File: config.mk
export PLATFORM = sky130hd
export DESIGN_NAME = clk_div_monitor
export DESIGN_NICKNAME = d
export VERILOG_FILES = /design/src/rtl/clk_div_pkg.sv /design/src/rtl/clk_edge_sampler.sv /design/src/rtl/clk_div_monitor.sv
export SDC_FILE = /design/constraint.sdc
export NUM_CORES = 1
export LEC_CHECK = 0
export ABC_AREA = 1
export CAP_MARGIN = 20
export CORE_ASPECT_RATIO = 1.1
export CORE_MARGIN = 4
export CORE_UTILIZATION = 50
export DETAILED_ROUTE_END_ITERATION = 12
export GPL_ROUTABILITY_DRIVEN = 0
export PLACE_DENSITY = 0.84
export SYNTH_ARGS = -nofsm -noshare
export SYNTH_HDL_FRONTEND = slang
export SYNTH_SLANG_ARGS = --single-unit
export TNS_END_PERCENT = 50
File: constraint.sdc
create_clock -name clk -period 3.1 [get_ports clk]
set_input_delay 0.62 -clock clk [delete_from_list [all_inputs] [get_ports clk]]
set_output_delay 0.62 -clock clk [all_outputs]
set_load 0.01 [all_outputs]
File: src/rtl/clk_div_pkg.sv
// rtl/clk_div_pkg.sv - shared state encoding and good-measurement constants for the divider monitor
package clk_div_pkg;

    typedef enum logic [1:0] {
        ST_IDLE = 2'd0,
        ST_SYNC = 2'd1,
        ST_MEAS = 2'd2
    } mon_state_e;

    localparam int DEFAULT_N = 3;

    // Posedge sampling of a 50% divided clock sees floor(N/2) highs after the rise sample.
    function automatic int good_high(input int n);
        return n / 2;
    endfunction

endpackage

File: src/rtl/clk_edge_sampler.sv
// rtl/clk_edge_sampler.sv - two-flop sampler of the divided clock with rising-edge detect
module clk_edge_sampler (
    input  logic clk,
    input  logic rst_n,
    input  logic clk_in,
    output logic s1,
    output logic rise
);
    logic s1_q, s1_d;
    logic s2_q, s2_d;

    always_comb begin
        s1_d = clk_in;
        s2_d = s1_q;
    end

    always_ff @(posedge clk or negedge rst_n) begin
        if (!rst_n) begin
            s1_q <= 1'b0;
            s2_q <= 1'b0;
        end else begin
            s1_q <= s1_d;
            s2_q <= s2_d;
        end
    end

    assign s1   = s1_q;
    assign rise = s1_q & ~s2_q;

endmodule

File: src/rtl/clk_div_monitor.sv
// rtl/clk_div_monitor.sv - measures period/high time of a divided clock, tracks lock, flags errors and stuck clocks
module clk_div_monitor
    import clk_div_pkg::*;
#(
    parameter int N        = DEFAULT_N,
    parameter int CNT_W    = 8,
    parameter int LOCK_CNT = 4,
    parameter int TIMEOUT  = 4 * N
) (
    input  logic             clk,
    input  logic             rst_n,
    input  logic             en,
    input  logic             clk_in,
    input  logic             clr_err,
    output logic [CNT_W-1:0] period,
    output logic [CNT_W-1:0] high_time,
    output logic             meas_valid,
    output logic             locked,
    output logic             err,
    output logic             stuck
);
    localparam int                GOOD_W = $clog2(LOCK_CNT + 1);
    localparam logic [CNT_W-1:0]  N_C    = CNT_W'(N);
    localparam logic [CNT_W-1:0]  HALF_C = CNT_W'(good_high(N));
    localparam logic [CNT_W-1:0]  TMO_C  = CNT_W'(TIMEOUT);
    localparam logic [GOOD_W-1:0] LOCK_C = GOOD_W'(LOCK_CNT);

    logic s1, rise;

    clk_edge_sampler u_sampler (
        .clk    (clk),
        .rst_n  (rst_n),
        .clk_in (clk_in),
        .s1     (s1),
        .rise   (rise)
    );

    mon_state_e        state_q, state_d;
    logic [CNT_W-1:0]  pc_q, pc_d;
    logic [CNT_W-1:0]  hc_q, hc_d;
    logic [GOOD_W-1:0] good_q, good_d;
    logic [CNT_W-1:0]  period_q, period_d;
    logic [CNT_W-1:0]  high_q, high_d;
    logic              mv_q, mv_d;
    logic              locked_q, locked_d;
    logic              err_q, err_d;
    logic              stuck_q, stuck_d;
    logic              set_err, set_stuck;

    always_comb begin
        state_d   = state_q;
        pc_d      = pc_q;
        hc_d      = hc_q;
        good_d    = good_q;
        period_d  = period_q;
        high_d    = high_q;
        mv_d      = 1'b0;
        locked_d  = locked_q;
        err_d     = err_q;
        stuck_d   = stuck_q;
        set_err   = 1'b0;
        set_stuck = 1'b0;

        case (state_q)
            ST_IDLE: begin
                pc_d     = '0;
                hc_d     = '0;
                good_d   = '0;
                locked_d = 1'b0;
                if (en) state_d = ST_SYNC;
            end
            default: begin
                if (!en) begin
                    state_d  = ST_IDLE;
                    pc_d     = '0;
                    hc_d     = '0;
                    good_d   = '0;
                    locked_d = 1'b0;
                end else if (rise) begin
                    pc_d    = CNT_W'(1);
                    hc_d    = '0;
                    state_d = ST_MEAS;
                    // The first rise after SYNC only aligns; the partial period is discarded.
                    if (state_q == ST_MEAS) begin
                        period_d = pc_q;
                        high_d   = hc_q;
                        mv_d     = 1'b1;
                        if (pc_q == N_C && hc_q == HALF_C) begin
                            if (good_q != LOCK_C) good_d = good_q + GOOD_W'(1);
                            locked_d = (good_d == LOCK_C);
                        end else begin
                            good_d   = '0;
                            locked_d = 1'b0;
                            set_err  = 1'b1;
                        end
                    end
                end else if (pc_q == TMO_C) begin
                    pc_d      = '0;
                    hc_d      = '0;
                    good_d    = '0;
                    locked_d  = 1'b0;
                    set_err   = 1'b1;
                    set_stuck = 1'b1;
                    state_d   = ST_SYNC;
                end else begin
                    pc_d = (&pc_q) ? pc_q : pc_q + CNT_W'(1);
                    hc_d = (&hc_q) ? hc_q : hc_q + CNT_W'(s1);
                end
            end
        endcase

        // A set event in the same cycle as clr_err wins.
        if (clr_err) begin
            err_d   = 1'b0;
            stuck_d = 1'b0;
        end
        if (set_err)   err_d   = 1'b1;
        if (set_stuck) stuck_d = 1'b1;
    end

    always_ff @(posedge clk or negedge rst_n) begin
        if (!rst_n) begin
            state_q  <= ST_IDLE;
            pc_q     <= '0;
            hc_q     <= '0;
            good_q   <= '0;
            period_q <= '0;
            high_q   <= '0;
            mv_q     <= 1'b0;
            locked_q <= 1'b0;
            err_q    <= 1'b0;
            stuck_q  <= 1'b0;
        end else begin
            state_q  <= state_d;
            pc_q     <= pc_d;
            hc_q     <= hc_d;
            good_q   <= good_d;
            period_q <= period_d;
            high_q   <= high_d;
            mv_q     <= mv_d;
            locked_q <= locked_d;
            err_q    <= err_d;
            stuck_q  <= stuck_d;
        end
    end

    assign period     = period_q;
    assign high_time  = high_q;
    assign meas_valid = mv_q;
    assign locked     = locked_q;
    assign err        = err_q;
    assign stuck      = stuck_q;

endmodule

==> impl_metrics.json <==
{
  "outcome": "completed",
  "worst_ir_drop_on_vdd_mv": 0.197,
  "clk-insertion-delay-late_ns": 0.29,
  "diode_count": 0,
  "setup-violations-final": 0,
  "detailedRoute.firstIterationViolations": 203,
  "crit_chain": "clkdlybuf4s50_1",
  "vias": 1697,
  "clock_tree.buffer_depth": 2,
  "synth.yosys.warnings": 0,
  "yosys.area.top_type": "sky130_fd_sc_hd__dfrtp_1",
  "place.detailed.instances": 318,
  "clkTransAtPathRegs_ns": 0.08,
  "floorplan.rows": 24,
  "synth-adder-area-share_pct": 3.64,
  "gr-usage-all-layers_pct": 16.6,
  "largest_family_of_logic_cells_by_synthesized_area": "simple AND/OR/NAND/NOR gates",
  "crit_path_start_kind": "register",
  "yosysSeqAreaShare_pct": 52.2,
  "port_buffers": 24,
  "post_cts_resized": 0,
  "finClkSkew_ns": 0.00602,
  "crit_required_ns": 2.48,
  "antenna_found_initial": 0,
  "synth.avg_cell_area_um2": 8.41,
  "fin_total_pwr_w": 0.000999,
  "most_common_library_cell_in_the_layout_ignoring_fill_and_taps": "sky130_fd_sc_hd__nand2_1",
  "final-seq-area_mm2": 0.00108,
  "cellLeakagePower_nw": 1.13,
  "layout.core_utilization_pct": 61.4,
  "rsz0062_at_grt": "false",
  "floorplan.initialDensity_pct": 52.0,
  "worst_ep_arrival_time_ns": 1.21,
  "timing.max_slew.rel_slack_pct": 39.2,
  "syn_nets": 256,
  "layout_common_cells": "sky130_fd_sc_hd__nand2_1 (60), sky130_fd_sc_hd__dfrtp_1 (43), sky130_fd_sc_hd__inv_1 (32)",
  "type_of_the_worst_setup_path": "reg2out",
  "area_used_by_multi_input_combinational_logic_um2": 835,
  "cts_setup_buffers": 0,
  "synth-simple-area-share_pct": 26.4,
  "drc_errors": 0,
  "synth_area_in_compound_gates_pct": 10.0,
  "worstPathBufferInverterCount": 1,
  "drv.max_cap_violation_count": 0,
  "gr-total-overflow": 0,
  "yosys.cell_types.count": 29,
  "cts-hold-fix-buffers": 0,
  "die_w_um": 69.2,
  "fin_crit_ns": 1.83,
  "yosys-mux-area-fraction_pct": 0,
  "timing_max_transition_violations_final": 0,
  "timing_worst_slew_pin_value_ns": 0.912,
  "cts_made_buffers": 5,
  "fillers": 349,
  "crit_path_max_incr_delay_ns": 0.54,
  "cell_family_contributing_the_most_delay_on_the_critical_path": "buffers and inverters",
  "routed_via_density": 5.22,
  "route.final.wire_length_mm": 4.06,
  "crit_path_max_delay_cell_type": "sky130_fd_sc_hd__clkdlybuf4s50_1",
  "synthTopCellsByArea": "sky130_fd_sc_hd__dfrtp_1 (52%), sky130_fd_sc_hd__nand2_1 (11%), sky130_fd_sc_hd__inv_1 (5.8%), sky130_fd_sc_hd__o21ai_0 (4.9%), sky130_fd_sc_hd__nor2_1 (4.6%)",
  "critical_path_peak_fanout": 2,
  "final-instance-count-excl-fill": 325,
  "io-pin-count": 25,
  "hold_path.class": "reg2reg",
  "post_synth_xor_area_fraction_pct": 0.425,
  "register_bit_total_from_synthesis": 43,
  "synth_area_mm2": 0.00206,
  "tritoncts": "yes",
  "grt_start_max_net_pins": 44,
  "power-per-cell-area_mw_per_mm2": 411,
  "syn_inst": 245,
  "fp.dieArea_mm2": 0.00521,
  "setup.worst_path.end_class": "primary output",
  "clock_h_tree_levels": 2,
  "timing.setup.tns_ns": 0,
  "hold_viol_final": 0,
  "vias_in_the_first_global_route": 1632,
  "grt_pass1_wl_mm": 6.99,
  "detail_route.first_pass.iterations": 4,
  "timing.fmax_mhz": 547,
  "clock_tree.root_cell": "sky130_fd_sc_hd__clkbuf_8",
  "timing.final.crit_share_pct": 58.9,
  "dp_hpwl_mm": 3.00,
  "wl_per_cell_um": 12.5,
  "synth.top_cell.area_share_pct": 52.2,
  "die_height_um": 75.3,
  "core_area_mm2": 0.00396,
  "layout-drive-gt1-share_pct": 9.52,
  "areaGrowthSynthToFinish_pct": 18.1,
  "route.antenna.remaining_nets": 0,
  "num-nets-final": 284,
  "sink_count": 43
}
==> synthesized netlist by cell type <==
master and count:
sky130_fd_sc_hd__ha_1 6, sky130_fd_sc_hd__nor2_1 25, sky130_fd_sc_hd__nor2_2 3, sky130_fd_sc_hd__nand2_1 60, sky130_fd_sc_hd__nor3_1 2, sky130_fd_sc_hd__clkbuf_1 3, sky130_fd_sc_hd__o22ai_1 1, sky130_fd_sc_hd__inv_2 2
sky130_fd_sc_hd__o21ai_0 20, sky130_fd_sc_hd__nand3_2 2, sky130_fd_sc_hd__nand3b_1 1, sky130_fd_sc_hd__a21oi_2 1, sky130_fd_sc_hd__inv_1 32, sky130_fd_sc_hd__xor2_1 1, sky130_fd_sc_hd__nand2_4 2, sky130_fd_sc_hd__nand3_1 15
sky130_fd_sc_hd__buf_6 1, sky130_fd_sc_hd__or2_2 1, sky130_fd_sc_hd__dfrtp_1 43, sky130_fd_sc_hd__nor2b_1 1, sky130_fd_sc_hd__nand4_1 4, sky130_fd_sc_hd__nor3_2 1, sky130_fd_sc_hd__a21oi_1 9, sky130_fd_sc_hd__a31oi_1 1
sky130_fd_sc_hd__a21boi_0 1, sky130_fd_sc_hd__nor2_4 1, sky130_fd_sc_hd__nand2_2 2, sky130_fd_sc_hd__o21ai_2 2, sky130_fd_sc_hd__o211ai_1 2
==> path summary, 6_finish.rpt <==
path                              start              to  slack [ns]  cells after the start
max in group asynchronous         rst_n         hc_q[0]        2.08                      1
max reg2reg                     pc_q[0]         pc_q[0]        1.47                      8
max                              locked          locked        1.27                      1
min reg2reg                u_sampler.s1  u_sampler.s2_q        0.44                      0
min in group asynchronous         rst_n       period[5]        0.45                      1
min                        u_sampler.s1  u_sampler.s2_q        0.44                      0
==> cell families (layout without fill, tap and decap cells) <==
logic type / after synthesis / count (layout)
compound gates: 37 / 37
xor+xnor: 1 / 1
fa+ha+maj: 6 / 6
buf+inv: 38 / 66
flops: 43 / 43
simple gates: 120 / 120
==> stage by stage <==
stage	setup WS, ns	hold slack (ns)	instance area, um^2
floorplan	1.74	0.324	2060
global placement	1.15	0.423	2350
detailed placement	1.07	0.424	2350
CTS	1.27	0.442	2430
global route	1.25	0.453	2430
finish	1.27	0.440	2430
==> layout make-up <==
class                           count  share of cell area (%)
Multi-Input combinational cell    164                    34.3
Clock inverter                      1                   0.206
Tap cell                           52                    2.67
Clock buffer                        6                    3.39
Sequential cell                    43                    44.2
Inverter                           34                    5.24
Timing Repair Buffer               25                    9.97
==> layer usage <==
layer / track usage (%) / vias up / routed length [um]
met1: 19.5 / 814 / 1780
met4: 6.94 / 0 / 57
met5: 0 / - / 0
met3: 3.69 / 6 / 199
met2: 29.9 / 47 / 2020
li1: - / 830 / -
==> where the power goes <==
group          leakage, nW  switching, W  internal, W
clock network       0.0470      0.000184     0.000175
logic                0.485     0.0000441    0.0000207
registers            0.593    0.00000699     0.000569
total                 1.13      0.000235     0.000764
==> registers in the layout, indices dropped and copies added (netlist names), 2 cells and up <==
register   cells
good_q         3
state_q        2
high_time      8
pc_q           8
hc_q           8
period         8
Note: power is estimated with default switching activity, not from simulation.
==> RTL edit, RTL diff (same settings) <==
Remove the register `mv_q`: a continuous assignment takes its place, so the output `meas_valid` follows one clock earlier.
--- a/src/rtl/clk_div_monitor.sv
+++ b/src/rtl/clk_div_monitor.sv
@@ -126,7 +126,6 @@
             good_q   <= '0;
             period_q <= '0;
             high_q   <= '0;
-            mv_q     <= 1'b0;
             locked_q <= 1'b0;
             err_q    <= 1'b0;
             stuck_q  <= 1'b0;
@@ -137,12 +136,13 @@
             good_q   <= good_d;
             period_q <= period_d;
             high_q   <= high_d;
-            mv_q     <= mv_d;
             locked_q <= locked_d;
             err_q    <= err_d;
             stuck_q  <= stuck_d;
         end
     end
+
+    assign mv_q = mv_d;
 
     assign period     = period_q;
     assign high_time  = high_q;
Function: changed (a bounded check fails within 4 cycles, from zero or initial values and one cycle with rst_n low).
==> RTL edit against the unedited design <==
  * Combinational power grew 1%
  * Critical path depth grew 3
  * Global-route usage grew 0.24 points
  * Fmax shrank 31%
  * Sequential power shrank 3%
  * Wire length shrank 2.9%
  * Worst setup slack lost 0.82 ns
  * Area after synthesis grew 0.24%
  * Final cell count grew 0.92%
  * Sequential cell count shrank 1
  * Total power grew 4.6%
  * Design area grew 0.93%
  * Critical endpoint is now meas_valid
==> RTL edit: results (changes against the unedited design) <==
status=completed; vias in the first global route=1637 (+0.31%); Combinational Power=65.6 µW (+1%); First-pass DRT Iterations=5 (+1); sw frac=0.218 (-0.0171); top cell type's share of synthesized area=0.509 (-0.0134); Synth area leaders=dfrtp_1 (51%), nand2_1 (12%), inv_1 (6.2%); overall routed net length=3940 µm (-2.9%); Seq/Total Area, Yosys=0.509 (-0.0134); DP Area=2350 µm² (+0.16%); Reg2Reg Depth=9 (+1); Via density=5.11 (-2.1%); total track usage=0.168 (+0.00237); Leak=1.19 nW (+6.2%); CP Max Fanout=5 (+3); share of post-route cells with drive strength above 1=0.0870 (-0.00828); Synth Area in XOR/XNOR=0.00424 (-0.0000103); syn_nets=258 (+0.78%); final HPWL from detailed placement=2960 µm (-1.4%); largest net degree at the start of global routing=43 (-2.3%); Synth top cells by count=nand2_1 (64), dfrtp_1 (42), inv_1 (34), o21ai_0 (22), nor2_1 (21); crit path to=meas_valid; Setup CP Type=in2out; sequential group power=560 µW (-3%); first-pass GRT wire length=7100 µm (+1.6%); Initial DRC Count=103 (-49%)
RTL edit: cell count changes in the layout (fill, tap and decap cells not counted), moves of 2 or more:
cell      delta
o21ai_0      +2
inv_1        +2
o21ai_1      +2
clkbuf_1     +2
nor2_1       -4
nor3_1       -2
nand3_1      +2
o21ai_2      -2
nand2_1      +4
RTL edit: final cells by class:
type	count	area [µm²]	area share
well taps	52	65.1	0.0265
clock inverters	1	30.0	0.0122
clock buffers	7	76.3	0.0311
repair buffers	25	243	0.0988
multi-input cells	165	856	0.348
inverters	36	135	0.0550
flip-flops and latches	42	1050	0.428
RTL edit: worst max-delay path, cell delays in order:
cell and delay [ns]:
clkdlybuf4s50_1 0.57, nand4_1 0.16, inv_2 0.12, clkdlybuf4s50_1 0.54
RTL edit: layer usage:
layer	track usage	wire length, µm
met1	0.210	1760
met2	0.283	1890
met3	0.0396	216
met4	0.0781	79
met5	0	0
